$ cat config.mk
export PLATFORM = sky130hd
export DESIGN_NAME = ctrl_sequencer
export DESIGN_NICKNAME = d
export VERILOG_FILES = /design/src/rtl/ctrl_sequencer.sv
export SDC_FILE = /design/constraint.sdc
export NUM_CORES = 1
export LEC_CHECK = 0
export ABC_AREA = 1
export BUFFER_PORTS_ARGS = -buffer_cell sky130_fd_sc_hd__buf_4
export CAP_MARGIN = 15
export CORE_MARGIN = 5
export CORE_UTILIZATION = 50
export CTS_CLUSTER_DIAMETER = 100
export DETAILED_ROUTE_END_ITERATION = 6
export GPL_TIMING_DRIVEN = 0
export PLACE_DENSITY = 0.85
export SLEW_MARGIN = 5
export SYNTH_ARGS = -nofsm -noshare
export SYNTH_HDL_FRONTEND = slang
export SYNTH_SLANG_ARGS = --single-unit
$ cat constraint.sdc
create_clock -name clk -period 1.95 [get_ports clk]
set_clock_uncertainty 0.15 [all_clocks]
set_input_delay 0.2925 -clock clk [delete_from_list [all_inputs] [get_ports clk]]
set_output_delay 0.2925 -clock clk [all_outputs]
set_load 0.01 [all_outputs]
$ cat src/rtl/ctrl_sequencer.sv
// Multi-cycle FETCH/DECODE/EXEC/MEM/WB sequencer for the 9-bit miniMips core.
// Define SEQ_PERF_CNT_EN to build the cycle and retired-instruction counters.
module ctrl_sequencer #(
    parameter int         PC_W       = 8,
    parameter logic [8:0] HALT_INSTR = 9'h1FF
) (
    input  logic            clk,
    input  logic            reset,
    input  logic            start,
    output logic            instr_req,
    output logic [PC_W-1:0] instr_addr,
    input  logic            instr_ack,
    input  logic [8:0]      instr_data,
    output logic [8:0]      ir,
    input  logic            dec_write_en,
    input  logic            dec_mem_read,
    input  logic            dec_mem_write,
    input  logic            branch_taken,
    input  logic [PC_W-1:0] branch_target,
    output logic            mem_req,
    output logic            mem_we,
    input  logic            mem_ack,
    output logic            rf_we,
    output logic [PC_W-1:0] pc,
    output logic            busy,
    output logic            done,
    output logic [15:0]     perf_cycles,
    output logic [15:0]     perf_retired
);

    typedef enum logic [2:0] {
        S_IDLE,
        S_FETCH,
        S_DECODE,
        S_EXEC,
        S_MEM,
        S_WB,
        S_HALT
    } state_e;

    state_e          state_q, state_d;
    logic [PC_W-1:0] pc_q, pc_d;
    logic [8:0]      ir_q, ir_d;
    logic            br_q, br_d;
    logic [PC_W-1:0] tgt_q, tgt_d;
    logic            we_q, we_d;
    logic            start_accept;

    assign start_accept = start && (state_q == S_IDLE || state_q == S_HALT);

    always_ff @(posedge clk) begin
        if (reset) begin
            state_q <= S_IDLE;
            pc_q    <= '0;
            ir_q    <= '0;
            br_q    <= 1'b0;
            tgt_q   <= '0;
            we_q    <= 1'b0;
        end else begin
            state_q <= state_d;
            pc_q    <= pc_d;
            ir_q    <= ir_d;
            br_q    <= br_d;
            tgt_q   <= tgt_d;
            we_q    <= we_d;
        end
    end

    always_comb begin
        state_d = state_q;
        case (state_q)
            S_IDLE, S_HALT: if (start) state_d = S_FETCH;
            S_FETCH:        if (instr_ack) state_d = S_DECODE;
            S_DECODE:       state_d = (ir_q == HALT_INSTR) ? S_HALT : S_EXEC;
            S_EXEC:         state_d = (dec_mem_read || dec_mem_write) ? S_MEM : S_WB;
            S_MEM:          if (mem_ack) state_d = S_WB;
            S_WB:           state_d = S_FETCH;
            default:        state_d = S_IDLE;
        endcase
    end

    // The register-write request is sampled in EXEC so rf_we in WB comes from flops only.
    always_comb begin
        pc_d  = pc_q;
        ir_d  = ir_q;
        br_d  = br_q;
        tgt_d = tgt_q;
        we_d  = we_q;
        case (state_q)
            S_IDLE, S_HALT: if (start) pc_d = '0;
            S_FETCH:        if (instr_ack) ir_d = instr_data;
            S_EXEC: begin
                br_d  = branch_taken;
                tgt_d = branch_target;
                we_d  = dec_write_en;
            end
            S_WB:           pc_d = br_q ? tgt_q : pc_q + PC_W'(1);
            default: ;
        endcase
    end

    always_comb begin
        instr_req = (state_q == S_FETCH);
        mem_req   = (state_q == S_MEM);
        mem_we    = (state_q == S_MEM) && dec_mem_write;
        rf_we     = (state_q == S_WB) && we_q;
        busy      = (state_q != S_IDLE) && (state_q != S_HALT);
        done      = (state_q == S_HALT);
    end

    assign instr_addr = pc_q;
    assign pc         = pc_q;
    assign ir         = ir_q;

`ifdef SEQ_PERF_CNT_EN
    logic [15:0] cyc_q, cyc_d;
    logic [15:0] ret_q, ret_d;

    always_ff @(posedge clk) begin
        if (reset) begin
            cyc_q <= '0;
            ret_q <= '0;
        end else begin
            cyc_q <= cyc_d;
            ret_q <= ret_d;
        end
    end

    // Both counters saturate rather than wrap so long runs stay meaningful.
    always_comb begin
        cyc_d = cyc_q;
        ret_d = ret_q;
        if (start_accept) begin
            cyc_d = '0;
            ret_d = '0;
        end else begin
            if (busy && cyc_q != 16'hFFFF) cyc_d = cyc_q + 16'd1;
            if (state_q == S_WB && ret_q != 16'hFFFF) ret_d = ret_q + 16'd1;
        end
    end

    assign perf_cycles  = cyc_q;
    assign perf_retired = ret_q;
`else
    logic unused_start_accept;
    assign unused_start_accept = start_accept;
    assign perf_cycles  = '0;
    assign perf_retired = '0;
`endif

endmodule

==> summary.md, run 1 <==
| Metric | Value |
|---|---|
| IO buf count | 56 |
| Core area | ~3600 um^2 |
| Synth Area in XOR/XNOR | 0.0141 |
| Worst setup endpoint | rf_we |
| Status | finished, final reports clean |
| Pleak | roughly 1.3 nW |
| Largest net degree at the start of global routing | 12 |
| Largest area contributor in the netlist | dfxtp_1 |
| Hold Path Class | in2reg |
| Crit path capture type | output pin |
| Num rows | 22 |
| Area fraction in compound gates after synthesis | 0.137 |
| Initial antenna violation count | 0 |
| Mapped Area | approximately 1900 um^2 |
| Diodes inserted | 0 |
| Crit start category | flop |
| WP data arrival | roughly 1.4 ns |
| Clock latency reported for the late side of the worst-skew pair | ~0.29 ns |
| MaxCap Viol Count | 0 |
| RSZ-0062 raised after global routing | no |
| WHS | around 0.084 ns |
| Adder-cell area share of the yosys netlist | 0.00672 |
| Yosys warning count | 0 |
| Share of cells above drive strength 1 | 0.369 |
| Die Height | between 70 and 80 um |
| Synth top area cells | dfxtp_1 32%, buf_4 17%, nor2_1 7.3%, nand2_1 7.1%, a21oi_1 5.6% |
| Worst Reg-to-Reg Cells | 8 |
| Final core occ | 0.708 |
| RR Endpoint | instr_addr[6]$_SDFFE_PP0P_ |
| Postcts setup bufs | 0 |
| Syn Inst Count | roughly 260 |
| H-tree depth | 2 |
| Post-layout nets | 384 |
| DRC | 0 |
| Critical path type | reg2out |
| Peak Freq | 0.541 GHz |
| Synth top cells by count | 42 x buf_4, 36 x nor2_1, 35 x nand2_1 |
| All-Layer GR Usage | 0.176 |
| Number of global-route vias before repair | 1,714 |
| Synth Area per Inst | 7.07 um^2 |
| Final Hold Fails | 0 |
| Drt pass-1 iters | 4 |
| Ratio of final minimum period to clock period | 0.947 |
| Worst EP required | around 1.5 ns |
| Hpwl dp | 3.39 mm |
| Initial Utilization | 0.512 |
| Worst vdd ir | roughly 520 uV |
| Routed wire length per instance | 10.6 um |
| CP max FO | 10 |
| Vias per cell | approximately 4.5 |
| Synth unique cells | 31 |
| Setup-failing EPs final | 0 |
| I/O pins | 89 |
| Root Buffer Master | clkbuf_8 |
| Largest family of logic cells by synthesized area | simple AND/OR/NAND/NOR gates |
| EDFF count, synth | 0 |
| Mux contribution to synthesized area | 0 |
| Post-route cell area | ~2600 um^2 |
| Routability cong. | about 0.85 |
| Area grow syn2layout | 38.2% |
| Remaining Overflow, GRT | 0 |
| Setup TNS | 0 ns |
| Top FF cell, synth | dfxtp_1 |
| Post-synth ARST share | 0 |
| R2R Path Start | instr_addr[0]$_SDFFE_PP0P_ |
| Vias | about 1.8k |
| Pwr Density | around 910 nW/um^2 |
| Clk sinks | 30 |
| Seq/Total Area, Yosys | 0.323 |
| Routed wire length | approximately 4.3 mm |
| # hold bufs at CTS | 0 |
| Full die area | 5040 um^2 |
| Clock transition at path regs | ~0.070 ns |
| Max clock buf depth | 2 |
| Initial drt markers | between 60 and 70 |
| Period minus WS final | about 1.8 ns |
| Post-cts resize count | 0 |
| Synthesized flop and latch total | 30 |
| Count leader, synth | buf_4 |
| Post-synth top area share | 0.323 |
| First-pass GRT wire length | 7.36 mm |
| Register-to-register setup slack | around 0.48 ns |
| CTS buffer count | 5 |
| ANT nets after route | 0 |
| Simple-Gate Fraction of Synth Area | 0.265 |
| Die W | just over 70 um |
| Crit path launch | state_q[0]$_SDFFE_PP0P_ |
| Max-slew violations | 0 |
| Placed instance area | ~2500 um^2 |
| CTS tree | yes |
## how the worst min path moves through the flow
stage	start	endpoint	slack (ns)	depth (start not counted)
after floorplan	tgt_q[2]$_SDFFE_PP0P_	tgt_q[2]$_SDFFE_PP0P_	0.28	2
after global placement	we_q$_SDFFE_PP0P_	we_q$_SDFFE_PP0P_	0.29	2
after detailed placement	tgt_q[3]$_SDFFE_PP0P_	tgt_q[3]$_SDFFE_PP0P_	0.30	2
after CTS	instr_data[5]	ir[5]$_SDFFE_PP0P_	0.08	3
after global routing	branch_target[0]	tgt_q[0]$_SDFFE_PP0P_	0.1	3
final	instr_data[5]	ir[5]$_SDFFE_PP0P_	0.08	3
## per-layer routing
metal	global-route usage	share of wire	vias up
met5	0	0	-
li1	-	-	949
met3	0.0369	0.078	5
met4	0.0626	0.014	0
met1	0.196	0.40	791
met2	0.327	0.51	63
## power breakdown
group | switching [mW] | internal [mW]
registers | 0.0656 | 0.717
logic | 0.534 | 0.390
clock network | 0.252 | 0.380
total | 0.851 | 1.49
## worst max-delay path: stages, from the launching register on
cell and delay, ns:
dfxtp_1 0.42, inv_2 0.11, nor2_4 0.12, nand2_4 0.08, buf_6 0.15, nor2_1 0.10
buf_4 0.13
## cell usage in the layout, fill, tap and decap left out
cell and n:
o21ai_2 1, clkinvlp_4 2, nand4_1 1, nor2_2 2, o21ai_0 9, nand2_1 35, nand2_2 5, nand2_4 1
dfxtp_1 30, buf_2 1, or2_2 1, clkbuf_8 5, a21oi_2 2, clkinv_1 1, nor3_4 1, nand3_2 1
buf_6 4, xnor2_1 2, ha_1 1, inv_1 19, xor2_1 1, nor2_1 36, buf_4 98, inv_2 5
bufinv_16 1, buf_1 1, clkbuf_1 2, a21oi_1 21, o21ai_1 14, conb_1 32, nand3b_1 4, o211ai_1 1
nor2_4 2, nand3_1 16
## final cells by class
class                           count  area, um^2
Buffer                             50         377
Inverter                           25        93.8
Sequential cell                    30         601
Clock inverter                      3        45.0
Multi-Input combinational cell    189         906
Fill cell                         327        1060
Tap cell                           48        60.1
Timing Repair Buffer               56         420
Clock buffer                        5        68.8
## flip-flops by register name, summed over array words and instances (netlist names)
register	flops
ir	9
instr_addr	8
tgt_q	8
state_q	3
br_q	1
we_q	1
## cell families (layout without fill, tap and decap cells)
| kind of cell | after synthesis | in the layout |
|---|---|---|
| and+or+nand+nor | 105 | 105 |
| buffers and inverters | 75 | 139 |
| AOI/OAI and AO/OA | 48 | 48 |
| DFF | 30 | 30 |
| xor gates and xnor gates | 3 | 3 |
| adders and majority gates | 1 | 1 |
| other | 1 | 32 |
## per-stage QoR
| stage | worst slack [ns] | total power [mW] | instances |
|---|---|---|---|
| final | 0.103 | 2.34 | 406 |
| after global routing | 0.0436 | 2.51 | 406 |
| after CTS | 0.103 | 2.36 | 406 |
| after detailed placement | 0.428 | 1.72 | 398 |
| after global placement | 0.429 | 1.68 | 398 |
| after floorplan | 0.553 | 1.45 | 294 |
(Power assumes the default switching activity.)
==> run 2: changes to the inputs <==
--- a/config.mk
+++ b/config.mk
@@ -10,10 +10,12 @@
 export CAP_MARGIN = 15
 export CORE_MARGIN = 5
 export CORE_UTILIZATION = 50
+export CTS_BUF_LIST = sky130_fd_sc_hd__clkbuf_4 sky130_fd_sc_hd__clkbuf_8 sky130_fd_sc_hd__clkbuf_16
 export CTS_CLUSTER_DIAMETER = 100
 export DETAILED_ROUTE_END_ITERATION = 6
 export GPL_TIMING_DRIVEN = 0
 export PLACE_DENSITY = 0.85
+export SETUP_SLACK_MARGIN = 0.5
 export SLEW_MARGIN = 5
 export SYNTH_ARGS = -nofsm -noshare
 export SYNTH_HDL_FRONTEND = slang
==> run 2 against run 1 <==
Die area unchanged. Critical path depth unchanged. Largest cell class unchanged. Hold slack worse by 0.0042 ns. Final cell count up 3.2%.
==> summary.md, run 2 (synthesized netlist as in run 1, its figures left out) <==
| Metric | Value |
|---|---|
| Status | finished, final reports clean |
| Worst vdd ir | 611 uV |
| Root Buffer Master | clkbuf_8 |
| Clock transition at path regs | 0.07 ns |
| Largest register FFs | 9 |
| Final Hold Fails | 0 |
| Pleak | ~1.4 nW |
| Largest net degree at the start of global routing | 12 |
| Hpwl dp | around 3.4 mm |
| CTS tree | yes |
| Slew @ Worst Pin | 0.604 ns |
| Share of cells above drive strength 1 | 0.466 |
| Die Height | a little over 70 um |
| Core area | around 3600 um^2 |
| Slowest-stage cell, CP | dfxtp_2 |
| Crit path launch | state_q[1]$_SDFFE_PP0P_ |
| CP max FO | 6 |
| Max clock buf depth | 2 |
| RSZ-0062 raised after global routing | yes |
| IO buf count | 56 |
| Routability cong. | 0.845 |
| Total power | roughly 2.7 mW |
| Logic pwr share | 0.477 |
| Critical path type | reg2out |
| Cell Int Power | approximately 1.7 mW |
| Num rows | 22 |
| Hold Path Origin | instr_data[5] |
| Period minus WS final | between 1.5 and 2 ns |
| Commonest non-fill, non-tap cells in the layout | 102 x buf_4, 33 x nand2_1, 33 x nor2_1, 32 x conb_1, 23 x dfxtp_1 |
| All-Layer GR Usage | 0.189 |
| ANT nets after route | 0 |
| H-tree depth | 2 |
| First-pass GRT wire length | roughly 7.8 mm |
| Vias per cell | about 4.7 |
| Clk sinks | 30 |
| Max-slew violations | 0 |
| Crit start category | flop |
| R2R Path Start | state_q[0]$_SDFFE_PP0P_ |
| Worst relative slew slack | 0.598 |
| Ratio of final minimum period to clock period | 0.857 |
| Diodes inserted | 0 |
| Full die area | just over 5000 um^2 |
| CTS buffer count | 5 |
| Initial Utilization | 0.512 |
| Vias | approximately 2.0k |
| Clock power frac | 0.233 |
| I/O pins | 89 |
| Critical path's largest stage delay | roughly 0.32 ns |
| Clock latency reported for the late side of the worst-skew pair | between 0.2 and 0.3 ns |
| Routed wire length | about 5 mm |
| DRC | 0 |
| Worst EP required | roughly 1.5 ns |
| Setup-failing EPs final | 0 |
| MaxCap Viol Count | 0 |
| Drt pass-1 iters | 4 |
| Worst Reg-to-Reg Cells | 9 |
| Psw | ~1 mW |
| Switching fraction of total power | 0.374 |
| Remaining Overflow, GRT | 0 |
| Pwr Density | 952 nW/um^2 |
| WP data arrival | 1.23 ns |
| Initial drt markers | between 100 and 150 |
| Most common cell after layout, fill and taps aside | buf_4 |
| Crit path capture type | output pin |
| Peak Freq | 0.598 GHz |
| Initial antenna violation count | 0 |
| Area grow syn2layout | 53.3% |
| Die W | just over 70 um |
| Post-layout nets | slightly below 400 |
| Register-to-register setup slack | ~0.37 ns |
| Hold Crit Depth | 3 |
| Power share of the sequential group | 0.289 |
| Number of global-route vias before repair | 1,826 |
| Setup TNS | 0 ns |
| Routed wire length per instance | approximately 12 um |
| CP Cell Sequence | buf_6 > nor2_4 > nand2_4 > buf_8 > nor2_4 > buf_6 |
| Hold Path Class | in2reg |
run 2: cell types whose count changed in the layout (fill, tap and decap cells not counted), moves of 3 or more:
| cell | delta |
|---|---|
| dfxtp_4 | +3 |
| o21ai_1 | -5 |
| a21oi_2 | +3 |
| dfxtp_2 | +4 |
| dfxtp_1 | -7 |
| o21ai_2 | +10 |
| buf_6 | +8 |
| buf_4 | +4 |
| o21ai_0 | -5 |
| a21oi_1 | -3 |
| nor2_1 | -3 |
| nor2_4 | +3 |
run 2: final cells by class:
class,instances,area [um^2]
multi-input cells,189,1030
clock buffers,5,68.8
repair buffers,69,544
well taps,48,60.1
inverters,25,96.3
fillers,267,781
flip-flops and latches,30,617
plain buffers,50,388
clock inverters,3,45.0
run 2: worst max-delay path, delay by kind of cell, from the launching register on:
family        cells  cell delay (ns)
flops             1             0.32
buf+inv           3             0.36
simple gates      3             0.26
run 2: power groups by stage:
stage	sequential [mW]	combinational, mW	clock [mW]
after floorplan	0.802	0.644	0
after global placement	0.787	0.897	0
after detailed placement	0.794	0.922	0
after CTS	0.786	1.06	0.644
after global routing	0.796	1.43	0.666
final	0.786	1.30	0.634
run 2: repair_timing:
action / CTS / global route
endpoints found under the setup margin: 8 / 37
pin swaps: 4 / 6
hold buffers: 0 / 0
gates cloned: 0 / 2
buffers inserted: 8 / 3
resized for setup: 13 / 46
run 2: final timing paths:
check | endpoint
setup / recovery | rf_we
hold / removal | ir[5]$_SDFFE_PP0P_
setup reg to reg | state_q[0]$_SDFFE_PP0P_
hold reg to reg | tgt_q[3]$_SDFFE_PP0P_
run 2: through the flow:
step                      hold slack [ns]  instances  cell area (um^2)  setup slack (ns)   util
after floorplan                     0.280        294              1980             0.553      -
after global placement              0.289        398              2460             0.429  0.676
after detailed placement            0.302        398              2460             0.428  0.676
after CTS                          0.0790        414              2670             0.283  0.734
after global routing               0.0948        419              2850             0.227  0.785
final                              0.0802        419              2850             0.278  0.785
run 2: layer usage:
| metal | part of all wire | GRT usage | vias to the layer above |
|---|---|---|---|
| li1 | - | - | 981 |
| met1 | 0.37 | 0.201 | 893 |
| met2 | 0.52 | 0.343 | 84 |
| met3 | 0.085 | 0.0440 | 15 |
| met4 | 0.029 | 0.0960 | 0 |
| met5 | 0 | 0 | - |
==> run 3: changes to the inputs <==
--- a/config.mk
+++ b/config.mk
@@ -5,11 +5,11 @@
 export SDC_FILE = /design/constraint.sdc
 export NUM_CORES = 1
 export LEC_CHECK = 0
-export ABC_AREA = 1
+export ABC_AREA = 0
 export BUFFER_PORTS_ARGS = -buffer_cell sky130_fd_sc_hd__buf_4
 export CAP_MARGIN = 15
 export CORE_MARGIN = 5
-export CORE_UTILIZATION = 50
+export CORE_UTILIZATION = 49
 export CTS_BUF_LIST = sky130_fd_sc_hd__clkbuf_4 sky130_fd_sc_hd__clkbuf_8 sky130_fd_sc_hd__clkbuf_16
 export CTS_CLUSTER_DIAMETER = 100
 export DETAILED_ROUTE_END_ITERATION = 6
==> run 3 against run 2 <==
Via count shrank 8.2%. Die area shrank 3.5%. Power shrank 49%. Sequential cell count is the same. Wire length shrank 2.0%. Hold slack lost 0.043 ns. Critical path depth shrank 3. Register-to-register slack lost 0.08 ns. Global-route usage grew 0.11 points. Non-clock buffer count shrank 3. Utilization shrank 1.6 points. Sequential power shrank 16%. Critical endpoint is now instr_req. Largest cell class unchanged. Largest power group is now sequential cells. Highest routed layer unchanged.
==> summary.md, run 3 <==
| Metric | Value |
|---|---|
| Setup TNS | 0 ns |
| Final Hold Fails | 0 |
| Max clock buf depth | 2 |
| Simple-Gate Fraction of Synth Area | 0.242 |
| Slowest-stage cell, CP | dfxtp_2 |
| RSZ-0062 raised after global routing | yes |
| Area grow syn2layout | 49.1% |
| IO buf count | 56 |
| Share of cells above drive strength 1 | 0.441 |
| Pwr Density | around 530 nW/um^2 |
| Routed wire length per instance | ~13 um |
| Seq/Total Area, Yosys | 0.343 |
| Synth top area cells | dfxtp_1 34%, buf_4 17%, nand2_1 11%, a21oi_1 7.7%, nor2_1 2.1% |
| Most common cell after layout, fill and taps aside | buf_4 |
| Initial drt markers | around 110 |
| Largest net degree at the start of global routing | 11 |
| Critical path type | reg2out |
| Initial Utilization | 0.516 |
| Adder-cell area share of the yosys netlist | 0.00715 |
| Drt pass-1 iters | 4 |
| Remaining Overflow, GRT | 0 |
| Synth Area per Inst | approximately 7.7 um^2 |
| Post-synth ARST share | 0 |
| Total power | around 1.4 mW |
| CP Cell Sequence | buf_6 > nor3b_2 > buf_4 |
| Yosys warning count | 0 |
| Crit start category | flop |
| Core area | between 3000 and 4000 um^2 |
| DRC | 0 |
| All-Layer GR Usage | 0.190 |
| Worst vdd ir | between 400 and 500 uV |
| Full die area | between 4000 and 5000 um^2 |
| MaxCap Viol Count | 0 |
| Top FF cell, synth | dfxtp_1 |
| Largest register FFs | 9 |
| Die W | approximately 70 um |
| Vias per cell | about 4.8 |
| Pleak | between 1 and 1.5 nW |
| Vias | roughly 1.8k |
| Syn Inst Count | approximately 230 |
| Setup-failing EPs final | 0 |
| Ratio of final minimum period to clock period | 0.899 |
| Synthesized flop and latch total | 30 |
| I/O pins | between 80 and 90 |
| Largest area contributor in the netlist | dfxtp_1 |
| Hpwl dp | 3.36 mm |
| Clk sinks | 30 |
| Crit path capture type | output pin |
| Routed wire length | between 4 and 5 mm |
| Max-slew violations | 0 |
| Diodes inserted | 0 |
| Die Height | between 60 and 70 um |
| Num rows | 21 |
| Synth top cells by count | 49 x nand2_1, 40 x buf_4, 30 x dfxtp_1 |
| CTS tree | yes |
| Mapped Area | around 1700 um^2 |
| Clock latency reported for the late side of the worst-skew pair | ~0.34 ns |
| Critical path's largest stage delay | 0.36 ns |
| Peak Freq | between 0.5 and 0.6 GHz |
| Hold Path Class | in2reg |
| Commonest non-fill, non-tap cells in the layout | 101 x buf_4, 48 x nand2_1, 32 x conb_1, 27 x a21oi_1, 19 x dfxtp_1 |
| Routability cong. | a little under 0.9 |
| Post-synth top area share | 0.343 |
| Number of global-route vias before repair | between 1.5k and 2k |
| Synth unique cells | approximately 40 |
| CP max FO | 10 |
| Post-layout nets | between 300 and 400 |
| Area fraction in compound gates after synthesis | 0.179 |
| Slew @ Worst Pin | roughly 0.52 ns |
| Crit path max-delay family | flip-flops |
| Root Buffer Master | clkbuf_4 |
| ANT nets after route | 0 |
| WP data arrival | around 1.3 ns |
| First-pass GRT wire length | between 7 and 8 mm |
| Worst EP required | ~1.5 ns |
| Mux contribution to synthesized area | 0.0122 |
| Largest family of logic cells by synthesized area | simple AND/OR/NAND/NOR gates |
| # hold bufs at CTS | 0 |
| CTS buffer count | 5 |
| Buf+Inv Stages, Crit Path | 2 |
| Clock transition at path regs | roughly 0.1 ns |
| H-tree depth | 2 |
| Synth Area in XOR/XNOR | 0.00501 |
| Count leader, synth | nand2_1 |
| EDFF count, synth | 0 |
| Initial antenna violation count | 0 |
| Worst relative slew slack | 0.653 |
| Status | finished, final reports clean |
| Period minus WS final | 1.75 ns |
## run 3: cell types whose count changed in the layout (fill, tap and decap cells not counted), moves of 9 or more
cell	change
o21ai_2	-11
inv_1	-15
nand2_1	+15
a21oi_1	+9
nand3_1	-11
nor2_1	-24
## run 3: repair_timing
item                       in CTS  in global routing
resized for setup              23                 20
gates cloned                    0                  0
setup endpoints to repair      36                 39
pin swaps                       4                  3
buffers inserted                5                  4
## run 3: layout make-up
class	count	area (um^2)
clock buffers	7	52.6
inverters	3	11.3
fillers	275	782
flip-flops and latches	30	622
plain buffers	51	392
well taps	46	57.6
repair buffers	65	507
multi-input cells	175	966
## run 3: metal layers
layer / vias up / share of wire / global-route usage
met2: 76 / 0.50 / 0.315
met5: - / 0 / 0
li1: 908 / - / -
met1: 814 / 0.40 / 0.217
met3: 13 / 0.074 / 0.0725
met4: 0 / 0.027 / 0.0787
## run 3: logic make-up after synthesis
logic type               count (synthesis)
adder cells (fa/ha/maj)                  1
other                                    1
AND/OR/NAND/NOR                         90
AO/OA/AOI/OAI                           49
flip-flops                              30
buffers and inverters                   54
multiplexers                             2
XOR/XNOR                                 1
## run 3: path summary, 6_finish.rpt
kind                                         startpoint                          to  slack (ns)  cells past startpoint
worst min-delay path                      instr_data[2]          ir[2]$_SDFFE_PP0P_        0.04                      3
worst max register to register  state_q[1]$_SDFFE_PP0P_  instr_addr[5]$_SDFFE_PP0P_        0.29                      7
worst min register to register    tgt_q[7]$_SDFFE_PP0P_       tgt_q[7]$_SDFFE_PP0P_        0.30                      2
worst max-delay path            state_q[2]$_SDFFE_PP0P_                   instr_req        0.20                      3
## run 3: report_power, final
group / leakage, nW / internal [mW] / switching (mW)
clock: 0.0322 / 0.163 / 0.212
combinational: 0.924 / 0.184 / 0.168
sequential: 0.249 / 0.633 / 0.0240
total: 1.21 / 0.980 / 0.403
## run 3: worst register-to-register path, stage by stage (launching register included)
cell,delay (ns)
dfxtp_4,0.40
buf_4,0.13
nor2_4,0.04
buf_4,0.14
a311oi_4,0.28
buf_6,0.17
a21oi_1,0.05
o32ai_1,0.20
## run 3: metrics by stage
step	cell area, um^2	worst slack (ns)	std cells	utilization	hold WS (ns)
final	2610	0.196	377	0.769	0.0374
after global routing	2610	0.166	377	0.769	0.0264
after CTS	2520	0.225	373	0.743	0.0395
after detailed placement	2360	0.291	361	0.697	0.292
after global placement	2360	0.309	361	0.697	0.289
after floorplan	1880	0.489	259	-	0.278
